**src/rtl/jtag_pkg.sv**
```systemverilog
// Shared JTAG definitions: TAP state codes, instruction opcodes, default IDCODE.
// Latency: n/a (constants only).
// Backpressure: n/a.
package jtag_pkg;

    // TAP controller current_state codes
    localparam logic [4:0] TAP_TLR      = 5'h00;
    localparam logic [4:0] TAP_RTI      = 5'h01;
    localparam logic [4:0] TAP_SEL_DR   = 5'h02;
    localparam logic [4:0] TAP_SEL_IR   = 5'h03;
    localparam logic [4:0] TAP_CAP_DR   = 5'h04;
    localparam logic [4:0] TAP_CAP_IR   = 5'h05;
    localparam logic [4:0] TAP_SH_DR    = 5'h06;
    localparam logic [4:0] TAP_SH_IR    = 5'h07;
    localparam logic [4:0] TAP_EX1_DR   = 5'h08;
    localparam logic [4:0] TAP_EX1_IR   = 5'h09;
    localparam logic [4:0] TAP_PAUSE_DR = 5'h10;
    localparam logic [4:0] TAP_PAUSE_IR = 5'h11;
    localparam logic [4:0] TAP_EX2_DR   = 5'h12;
    localparam logic [4:0] TAP_EX2_IR   = 5'h13;
    localparam logic [4:0] TAP_UPD_DR   = 5'h14;
    localparam logic [4:0] TAP_UPD_IR   = 5'h15;

    // Instruction opcodes; anything not listed behaves as BYPASS
    localparam logic [3:0] OP_ABORT  = 4'b1000;
    localparam logic [3:0] OP_USER   = 4'b0010;
    localparam logic [3:0] OP_IDCODE = 4'b1110;
    localparam logic [3:0] OP_BYPASS = 4'b1111;

    localparam logic [31:0] IDCODE_DEFAULT = 32'h000F_AF01;

    // Data register selected by the active instruction
    typedef enum logic [1:0] {
        SEL_BYPASS = 2'd0,
        SEL_IDCODE = 2'd1,
        SEL_USER   = 2'd2
    } dr_sel_e;

endpackage

```
**src/rtl/jtag_dr_ir_chain_if.sv**
```systemverilog
// TAP-side scan bus: state code and TDI in, TDO and decoded side-effects out.
// Latency: n/a (wires only).
// Backpressure: none; TAP state advances every tck.
interface jtag_dr_ir_chain_if #(
    parameter int IR_WIDTH      = 4,
    parameter int USER_DR_WIDTH = 8
) ();
    logic [4:0]               tap_state;
    logic                     tdi;
    logic                     tdo;
    logic                     tdo_en;
    logic [IR_WIDTH-1:0]      ir_value;
    logic [USER_DR_WIDTH-1:0] user_dr_out;
    logic                     user_dr_update;
    logic                     abort_pulse;

    // TAP controller / core side
    modport master (
        output tap_state, tdi,
        input  tdo, tdo_en, ir_value, user_dr_out, user_dr_update, abort_pulse
    );

    // Scan-register chain side
    modport slave (
        input  tap_state, tdi,
        output tdo, tdo_en, ir_value, user_dr_out, user_dr_update, abort_pulse
    );
endinterface

```
**src/rtl/jtag_shift_reg.sv**
```systemverilog
// Generic capture/shift scan register, LSB shifts out, tdi enters at MSB.
// Latency: capture/shift take effect on the tck edge they are asserted on.
// Backpressure: none; holds when neither capture nor shift is asserted.
module jtag_shift_reg #(
    parameter int               WIDTH       = 8,
    parameter logic [WIDTH-1:0] RESET_VALUE = '0
) (
    input  logic             tck,
    input  logic             reset,
    input  logic             capture,
    input  logic [WIDTH-1:0] capture_value,
    input  logic             shift,
    input  logic             tdi,
    output logic [WIDTH-1:0] q,
    output logic             lsb
);
    logic [WIDTH-1:0] r_q;

    // Capture has priority; shifting past WIDTH simply recirculates tdi bits
    always_ff @(posedge tck) begin
        if (reset) begin
            r_q <= RESET_VALUE;
        end else if (capture) begin
            r_q <= capture_value;
        end else if (shift) begin
            r_q <= {tdi, r_q[WIDTH-1:1]};
        end
    end

    assign q   = r_q;
    assign lsb = r_q[0];
endmodule

```
**src/rtl/jtag_dr_ir_chain.sv**
```systemverilog
// Instruction register, IDCODE/BYPASS/USER data registers and TDO mux behind the TAP.
// Latency: register actions on the tck edge of the matching state; tdo/tdo_en combinational.
// Backpressure: none; follows tap_state every cycle, unknown codes are ignored.
module jtag_dr_ir_chain
    import jtag_pkg::*;
#(
    parameter int          IR_WIDTH      = 4,
    parameter logic [31:0] IDCODE_VALUE  = IDCODE_DEFAULT,
    parameter int          USER_DR_WIDTH = 8
) (
    input  logic               tck,
    input  logic               reset,
    jtag_dr_ir_chain_if.slave  bus
);
    localparam logic [IR_WIDTH-1:0] L_OP_USER   = IR_WIDTH'(OP_USER);
    localparam logic [IR_WIDTH-1:0] L_OP_IDCODE = IR_WIDTH'(OP_IDCODE);
    localparam logic [IR_WIDTH-1:0] L_OP_ABORT  = IR_WIDTH'(OP_ABORT);
    localparam logic [IR_WIDTH-1:0] L_IR_CAP    = IR_WIDTH'(1);

    logic [IR_WIDTH-1:0]      r_ir_value;
    logic [USER_DR_WIDTH-1:0] r_user_dr_out;
    logic                     r_bypass;
    logic                     r_user_upd;
    logic                     r_abort;

    logic                     w_cap_dr, w_cap_ir, w_sh_dr, w_sh_ir;
    dr_sel_e                  w_sel;
    logic [IR_WIDTH-1:0]      w_ir_q;
    logic                     w_ir_lsb;
    logic [31:0]              w_unused_idcode_q;
    logic                     w_idcode_lsb;
    logic [USER_DR_WIDTH-1:0] w_user_q;
    logic                     w_user_lsb;
    logic                     w_tdo;

    assign w_cap_dr = (bus.tap_state == TAP_CAP_DR);
    assign w_cap_ir = (bus.tap_state == TAP_CAP_IR);
    assign w_sh_dr  = (bus.tap_state == TAP_SH_DR);
    assign w_sh_ir  = (bus.tap_state == TAP_SH_IR);

    // Active instruction decodes to one data register; unlisted opcodes and ABORT use bypass
    always_comb begin
        w_sel = SEL_BYPASS;
        if (r_ir_value == L_OP_USER) begin
            w_sel = SEL_USER;
        end else if (r_ir_value == L_OP_IDCODE) begin
            w_sel = SEL_IDCODE;
        end
    end

    jtag_shift_reg #(.WIDTH(IR_WIDTH), .RESET_VALUE(L_IR_CAP)) u_ir_shift (
        .tck(tck), .reset(reset),
        .capture(w_cap_ir), .capture_value(L_IR_CAP),
        .shift(w_sh_ir), .tdi(bus.tdi),
        .q(w_ir_q), .lsb(w_ir_lsb)
    );

    jtag_shift_reg #(.WIDTH(32), .RESET_VALUE('0)) u_idcode_shift (
        .tck(tck), .reset(reset),
        .capture(w_cap_dr && (w_sel == SEL_IDCODE)), .capture_value(IDCODE_VALUE),
        .shift(w_sh_dr && (w_sel == SEL_IDCODE)), .tdi(bus.tdi),
        .q(w_unused_idcode_q), .lsb(w_idcode_lsb)
    );

    // USER captures its own output register so a scan reads back the last write
    jtag_shift_reg #(.WIDTH(USER_DR_WIDTH), .RESET_VALUE('0)) u_user_shift (
        .tck(tck), .reset(reset),
        .capture(w_cap_dr && (w_sel == SEL_USER)), .capture_value(r_user_dr_out),
        .shift(w_sh_dr && (w_sel == SEL_USER)), .tdi(bus.tdi),
        .q(w_user_q), .lsb(w_user_lsb)
    );

    // One-bit bypass register: cleared on capture, loads tdi on shift
    always_ff @(posedge tck) begin
        if (reset) begin
            r_bypass <= 1'b0;
        end else if (w_cap_dr && (w_sel == SEL_BYPASS)) begin
            r_bypass <= 1'b0;
        end else if (w_sh_dr && (w_sel == SEL_BYPASS)) begin
            r_bypass <= bus.tdi;
        end
    end

    // Instruction/user output registers and one-cycle side-effect pulses
    always_ff @(posedge tck) begin
        if (reset) begin
            r_ir_value    <= L_OP_IDCODE;
            r_user_dr_out <= '0;
            r_user_upd    <= 1'b0;
            r_abort       <= 1'b0;
        end else begin
            r_user_upd <= 1'b0;
            r_abort    <= 1'b0;
            case (bus.tap_state)
                TAP_TLR: begin
                    r_ir_value    <= L_OP_IDCODE;
                    r_user_dr_out <= '0;
                end
                TAP_UPD_IR: begin
                    r_ir_value <= w_ir_q;
                end
                TAP_UPD_DR: begin
                    if (w_sel == SEL_USER) begin
                        r_user_dr_out <= w_user_q;
                        r_user_upd    <= 1'b1;
                    end else if (r_ir_value == L_OP_ABORT) begin
                        r_abort <= 1'b1;
                    end
                end
                default: ;
            endcase
        end
    end

    // TDO follows the register being shifted; quiet outside shift states and in reset
    always_comb begin
        w_tdo = 1'b0;
        if (!reset) begin
            if (w_sh_ir) begin
                w_tdo = w_ir_lsb;
            end else if (w_sh_dr) begin
                case (w_sel)
                    SEL_USER:   w_tdo = w_user_lsb;
                    SEL_IDCODE: w_tdo = w_idcode_lsb;
                    default:    w_tdo = r_bypass;
                endcase
            end
        end
    end

    assign bus.tdo            = w_tdo;
    assign bus.tdo_en         = (w_sh_dr || w_sh_ir) && !reset;
    assign bus.ir_value       = r_ir_value;
    assign bus.user_dr_out    = r_user_dr_out;
    assign bus.user_dr_update = r_user_upd && !reset;
    assign bus.abort_pulse    = r_abort && !reset;
endmodule

```
**src/flat_wrapper.sv**
```systemverilog
// flat-port wrapper written by rule: the top's interface ports become plain ports
module jtag_dr_ir_chain_flat import jtag_pkg::*;
#(
    parameter int          IR_WIDTH      = 4,
    parameter logic [31:0] IDCODE_VALUE  = IDCODE_DEFAULT,
    parameter int          USER_DR_WIDTH = 8
)
  (tck, reset, bus_tap_state, bus_tdi, bus_tdo, bus_tdo_en, bus_ir_value, bus_user_dr_out, bus_user_dr_update, bus_abort_pulse);
  jtag_dr_ir_chain_if #(.IR_WIDTH(IR_WIDTH), .USER_DR_WIDTH(USER_DR_WIDTH)) bus_i ();
  input  logic tck;
  input  logic reset;
  input wire logic [$bits(bus_i.tap_state)-1:0] bus_tap_state;
  input wire logic [$bits(bus_i.tdi)-1:0] bus_tdi;
  output wire logic [$bits(bus_i.tdo)-1:0] bus_tdo;
  output wire logic [$bits(bus_i.tdo_en)-1:0] bus_tdo_en;
  output wire logic [$bits(bus_i.ir_value)-1:0] bus_ir_value;
  output wire logic [$bits(bus_i.user_dr_out)-1:0] bus_user_dr_out;
  output wire logic [$bits(bus_i.user_dr_update)-1:0] bus_user_dr_update;
  output wire logic [$bits(bus_i.abort_pulse)-1:0] bus_abort_pulse;
  assign bus_i.tap_state = bus_tap_state;
  assign bus_i.tdi = bus_tdi;
  assign bus_tdo = bus_i.tdo;
  assign bus_tdo_en = bus_i.tdo_en;
  assign bus_ir_value = bus_i.ir_value;
  assign bus_user_dr_out = bus_i.user_dr_out;
  assign bus_user_dr_update = bus_i.user_dr_update;
  assign bus_abort_pulse = bus_i.abort_pulse;
  jtag_dr_ir_chain #(.IR_WIDTH(IR_WIDTH), .IDCODE_VALUE(IDCODE_VALUE), .USER_DR_WIDTH(USER_DR_WIDTH)) u_core (.tck(tck), .reset(reset), .bus(bus_i));
endmodule
```
**config.mk**
```make
export PLATFORM = sky130hd
export DESIGN_NAME = jtag_dr_ir_chain_flat
export DESIGN_NICKNAME = d
export VERILOG_FILES = /design/src/rtl/jtag_pkg.sv /design/src/rtl/jtag_dr_ir_chain_if.sv /design/src/rtl/jtag_shift_reg.sv /design/src/rtl/jtag_dr_ir_chain.sv /design/src/flat_wrapper.sv
export SDC_FILE = /design/constraint.sdc
export NUM_CORES = 1
export LEC_CHECK = 0
export CAP_MARGIN = 20
export CORE_MARGIN = 1.5
export CORE_UTILIZATION = 50
export CTS_CLUSTER_DIAMETER = 200
export DETAILED_ROUTE_END_ITERATION = 10
export HOLD_SLACK_MARGIN = 0.1
export MAX_ROUTING_LAYER = met4
export PLACE_DENSITY_LB_ADDON = 0.08
export RECOVER_POWER = 25
export SYNTH_ARGS = -nofsm -noshare
export SYNTH_HDL_FRONTEND = slang
export SYNTH_SLANG_ARGS = --single-unit
export TNS_END_PERCENT = 30
```
**constraint.sdc**
```tcl
create_clock -name tck -period 1.7 [get_ports tck]
set_input_delay 0.425 -clock tck [delete_from_list [all_inputs] [get_ports tck]]
set_output_delay 0.425 -clock tck [all_outputs]
set_load 0.02 [all_outputs]
```
Word level (Yosys, flattened, before mapping)
Index checks and enable logic that the tools add are counted.
Storage, ports and cells
  word-level logic and storage cells: 60
  latch bits: 0
  memory bits (writable): 0
  output and inout bits: 16
  input port bits: 8
  flip-flop bits (word level): 59
  memories kept: 0
  ROM bits: 0
Cells by class
  multiply operators: 0
  $lt $le $gt $ge: 0
  add/sub/neg operators: 0
  shift operators: 0
  bitwise logic cells: 1
  eq/ne operators: 12
  mux-type cells: 15
  div/mod/pow operators: 0
  reductions and logical operators: 23
Operators by type and width (number)
  2-to-1 mux 20 bit: 2
  2-to-1 mux 8 bit: 3
  == test 5 x 3 -> 1 bit (second input constant): 4
  case mux 8 bit (2 select lines): 1
  == test 5 bit (second input constant): 2
  logical AND 1 bit: 9
  == test 4 bit (second input constant): 2
  case mux 4 bit (2 select lines): 1
  nonzero test 2 bit: 4
  OR reduction 2 bit: 4
  2-to-1 mux 1 bit: 6
  logical NOT 5 bit: 1
  == test 4 x 2 -> 1 bit (second input constant): 1
  OR reduction 3 bit: 1
  == test 2 x 1 -> 1 bit (second input constant): 1
  == test 2 bit (second input constant): 1
  logical NOT 2 bit: 1
  2-to-1 mux 2 bit: 1
  != test 2 x 1 -> 1 bit (second input constant): 1
  case mux 1 bit (2 select lines): 1
  AND reduction 2 bit: 1
  logical NOT 1 bit: 1
  logical OR 1 bit: 1
  NOT 1 bit: 1

Longest topological paths before layout
  word-level depth: 8
  gate-level depth with buffers: 6
  mapped depth without buffers: 4

By module
From an unflattened synthesis, not the netlist that was laid out.
Unflattened totals
  cell total of the unflattened synthesis: 278
  area total of the unflattened synthesis: 2819.0 sq um
Modules (own cells, without submodules)
  jtag_shift_reg (u_core.u_idcode_shift): times used 1, area each 1517.7 sq um, seq. area each 640.6 sq um, cells an instance 143
  jtag_dr_ir_chain: times used 1, area each 730.7 sq um, seq. area each 300.3 sq um, cells an instance 79
  jtag_shift_reg (u_core.u_user_shift): times used 1, area each 376.6 sq um, seq. area each 160.2 sq um, cells an instance 36
  jtag_shift_reg (u_core.u_ir_shift): times used 1, area each 193.9 sq um, seq. area each 80.1 sq um, cells an instance 20

Worst setup path after synthesis
OpenSTA, ideal clock, no wires.
  kind: flip-flop to output port
  start: register u_core.r_ir_value[2] (netlist: u_core.bus.ir_value[2])
  end: output port bus_tdo
  data required time: 1.275 ns
  path buffers: 0
  cell stages (with the launch flop): 4
  slack: -0.295 ns
  arrival: 1.570 ns
  path through: dfxtp_1 > and4b_2 > a221oi_1 > a221oi_1
On the way
  word-level cells in the longest chain between the ends: 8
RTL lines
  start: declaration: RTL line jtag_dr_ir_chain.sv:20  | logic [IR_WIDTH-1:0] r_ir_value;
  start signal: assignment: RTL line jtag_dr_ir_chain.sv:100  | r_ir_value <= w_ir_q;
  == test 4 bit: RTL line jtag_dr_ir_chain.sv:46  | end else if (r_ir_value == L_OP_IDCODE) begin
  2-to-1 mux 1 bit: RTL line jtag_dr_ir_chain.sv:46
  2-to-1 mux 2 bit *: RTL line jtag_dr_ir_chain.sv:44  | if (r_ir_value == L_OP_USER) begin
  == test 2 x 1 -> 1 bit / == test 2 bit (equally long branches): RTL line jtag_dr_ir_chain.sv:122  | case (w_sel)
  case mux 1 bit (2 select lines) *: RTL line jtag_dr_ir_chain.sv:122
  2-to-1 mux 1 bit *: RTL line jtag_dr_ir_chain.sv:121  | end else if (w_sh_dr) begin
  2-to-1 mux 1 bit *: RTL line jtag_dr_ir_chain.sv:119  | if (w_sh_ir) begin
  2-to-1 mux 1 bit *: RTL line jtag_dr_ir_chain.sv:118  | if (!reset) begin
  end: declaration: RTL line flat_wrapper.sv:14  | output wire logic [$bits(bus_i.tdo)-1:0] bus_tdo;
Every way passes the cells marked *; elsewhere a longest branch is shown, timed or not.

Worst setup path after layout
  start: register u_core.r_ir_value[0] (netlist: u_core.bus.ir_value[0])
  end: output port bus_tdo
Same word-level chain as after synthesis.

==> summary.txt <==
Power and ir drop
  – PwrDens: 953 nW/um^2
  – PnR Total Power: 2.94 mW
  – Worst IR drop on VDD: 648 uV
  – Pleak: 1.19 nW

Final layout
  – Layout cell share with drive strength beyond 1: 19.3%
  – # nets final: 335
  – Antenna cells: 0
  – Final instance area: 3090 um^2
  – Commonest non-fill, non-tap cell in the layout: nand2_1
  – Area grow syn2layout: 26.4%
  – Commonest cells after routing, fill and taps aside: 72 x nand2_1, 55 x dfxtp_1, 25 x a21oi_1
  – FILL cells: 420

Floorplan
  – # IOs: 24
  – Die H: 72.9 um
  – Die area: 5320 um^2
  – Die width: 72.9 um
  – Starting Density: 51.7%
  – Site Rows: 25
  – Placeable Area: 4720 um^2

Yosys
  – #FFs+latches synth: 59
  – Post-synth cell types: 41
  – Syn_nets: 290
  – Cells after Synth: 282
  – Synth Area in XOR/XNOR: 0.358%
  – Register area share after synthesis: 48.3%
  – Combinational family with the most area after synthesis: simple AND/OR/NAND/NOR gates
  – Yosys warning total: 0
  – Dominant synthesized flop cell: dfxtp_1
  – EDFF count, synth: 0
  – Share of synthesized flip-flops with an asynchronous set or reset: 0%
  – Post-synthesis compound-gate area fraction: 15.1%
  – Mean Syn Cell Area: 8.67 um^2
  – Synthesized area: 2440 um^2
  – Simple-Gate Fraction of Synth Area: 27.1%
  – Fraction of the mapped netlist area in adder cells: 0%
  – Multiplexer share of the synthesized area: 3.69%

Setup path
  – Crit. End Element: output pin
  – Max FO, Critical Path: 4
  – CP Launch Type: flip-flop
  – FF-to-FF Start: u_core.bus.ir_value[3]$_SDFFE_PP1P_
  – Crit Path Category: reg -> out
  – Worst path required time: 1.27 ns
  – CP Data Arrival Time: 1.53 ns
  – Origin of the worst setup path: u_core.bus.ir_value[0]$_SDFFE_PP0P_

Routing
  – Via-per-instance ratio: 5.16
  – Routed wire length: 5.32 mm
  – Vias after detailed routing: 2,058
  – Pre-antenna DRT Iters: 4
  – Post-route ant nets: 0
  – Wire per inst: 13.3 um
  – Residual DRC count: 0
  – Initial drt markers: 162

Flow run
  – Max-Cap Viols: 0

Timing
  – Fmax: 511 MHz
  – Max Slew Vio Count: 0
  – Tmin final: 1.96 ns
  – Tcrit/Tclk final: 115%
  – Final setup vio count: 28
  – Slew @ Worst Pin: 0.423 ns
  – Slew Limit Headroom: 71.8%
  – Unrepaired setup endpoints after global routing: true
  – Worst setup margin: -0.255 ns
  – Final Hold Vio Count: 0
  – Clock Skew: 0.00466 ns

Clock tree
  – Num CTS Buffers: 9
  – # Post-CTS Setup Buffers: 0
  – CTS root buffer: clkbuf_8
  – Hold Buf Count CTS: 0
  – Clk_lat worst skew: 0.35 ns
  – Clock buffer depth: 2
  – H-Tree Depth: 3
  – CTS clock-pin slew for the worst setup and hold paths: 0.06 ns
  – Clk sinks: 59
  – CTS tree: built

Run status
  – Status: complete, but fails checks
  – Failing checks: negative setup slack

Global routing
  – Overflow after GRT: 0
  – GRT Overall Usage: 22.4%
  – Largest net degree at the start of global routing: 35
  – Initial antenna violation count: 0
  – Vias in the first global route: 1,821
  – Global-route wire length before repair: 8.67 mm

Placed design
  – Hpwl dp: 3.30 mm
  – Dpl cell area: 2910 um^2
  – GP Congestion: 0.821
  – IO buf count: 23

Min path
  – Hold path startpoint: u_core.u_idcode_shift.q[7]$_SDFFE_PP0N_
  – Worst hold path type: reg -> reg
[power by group]
group | internal [mW] | total, mW | switching (mW)
registers | 1.40 | 1.40 | 0.00892
clock network | 0.820 | 1.37 | 0.551
logic | 0.0736 | 0.167 | 0.0938
[worst max-delay path: stages (launching register included)]
cell and delay, ns:
dfxtp_2 0.34, nor4b_4 0.35, a221oi_2 0.11, a221oi_2 0.22, buf_4 0.17
[final cells by class]
cell class / count / area [um^2] / area share [%]
Timing Repair Buffer: 53 / 450 / 14.6
Clock buffer: 11 / 131 / 4.25
Clock inverter: 5 / 77.6 / 2.51
Tap cell: 67 / 83.8 / 2.71
Multi-Input combinational cell: 201 / 1150 / 37.2
Sequential cell: 59 / 1190 / 38.4
Inverter: 3 / 11.3 / 0.365
[per-layer routing]
layer  global-route usage, %  vias up  wire (um)
met1                    29.9      954       2690
met5                       -        -          0
met4                    12.6        0        108
met2                    31.3       32       2320
li1                        -     1058          -
met3                    5.11       14        205
[synthesized netlist by cell type, types with 3 or more instances]
master	number	area share, %
nand2b_1	13	3.3
a311oi_1	6	2.2
mux2i_1	9	3.7
inv_1	3	0.46
and2_1	4	1.0
nand2_1	72	11
buf_6	3	1.4
a21oi_1	25	5.1
dfxtp_1	59	48
nor2_1	24	3.7
o22ai_1	14	3.6
buf_2	6	1.2
clkbuf_1	8	1.2
[final timing paths]
kind / to / slack [ns] / cells past startpoint
setup reg to reg: u_core.u_idcode_shift.q[2]$_SDFFE_PP0N_ / 0.16 / 5
hold reg to reg: u_core.u_idcode_shift.q[7]$_SDFFE_PP0N_ / 0.45 / 2
setup / recovery: bus_tdo / -0.26 / 4
hold / removal: u_core.u_idcode_shift.q[7]$_SDFFE_PP0N_ / 0.45 / 2
[metrics by stage]
| step | worst slack, ns | setup TNS [ns] | util (%) | instances | hold slack [ns] |
|---|---|---|---|---|---|
| floorplan | 0.0141 | 0 | - | 282 | 0.430 |
| global placement | -0.848 | -23.66 | 61.6 | 383 | 0.439 |
| detailed placement | -0.877 | -25.36 | 61.6 | 383 | 0.445 |
| CTS | -0.261 | -0.261 | 65.7 | 399 | 0.454 |
| global route | -0.309 | -7.43 | 65.4 | 399 | 0.473 |
| finish | -0.255 | -1.12 | 65.4 | 399 | 0.453 |
[cell families (layout without fill, tap and decap cells)]
| kind of cell | count (synthesis) | after routing |
|---|---|---|
| muxes | 9 | 9 |
| xor gates and xnor gates | 1 | 1 |
| DFF | 59 | 59 |
| and+or+nand+nor | 135 | 135 |
| AOI/OAI and AO/OA | 56 | 56 |
| buffers and inverters | 22 | 72 |
[flip-flops by register name (all words and copies together), names as in the netlist]
name                     cells
u_core.bus.ir_value          4
u_core.bus.user_dr_out       8
u_core.r_abort               1
u_core.r_bypass              1
u_core.r_user_upd            1
u_core.u_idcode_shift.q     32
u_core.u_ir_shift.q          4
u_core.u_user_shift.q        8
[timing repair]
| action | 4_1_cts | 5_1_grt |
|---|---|---|
| endpoints found under the setup margin | 69 | 12 |
| resized for setup | 45 | 5 |
| pin swaps | 6 | 0 |
(Power assumes the default switching activity.)
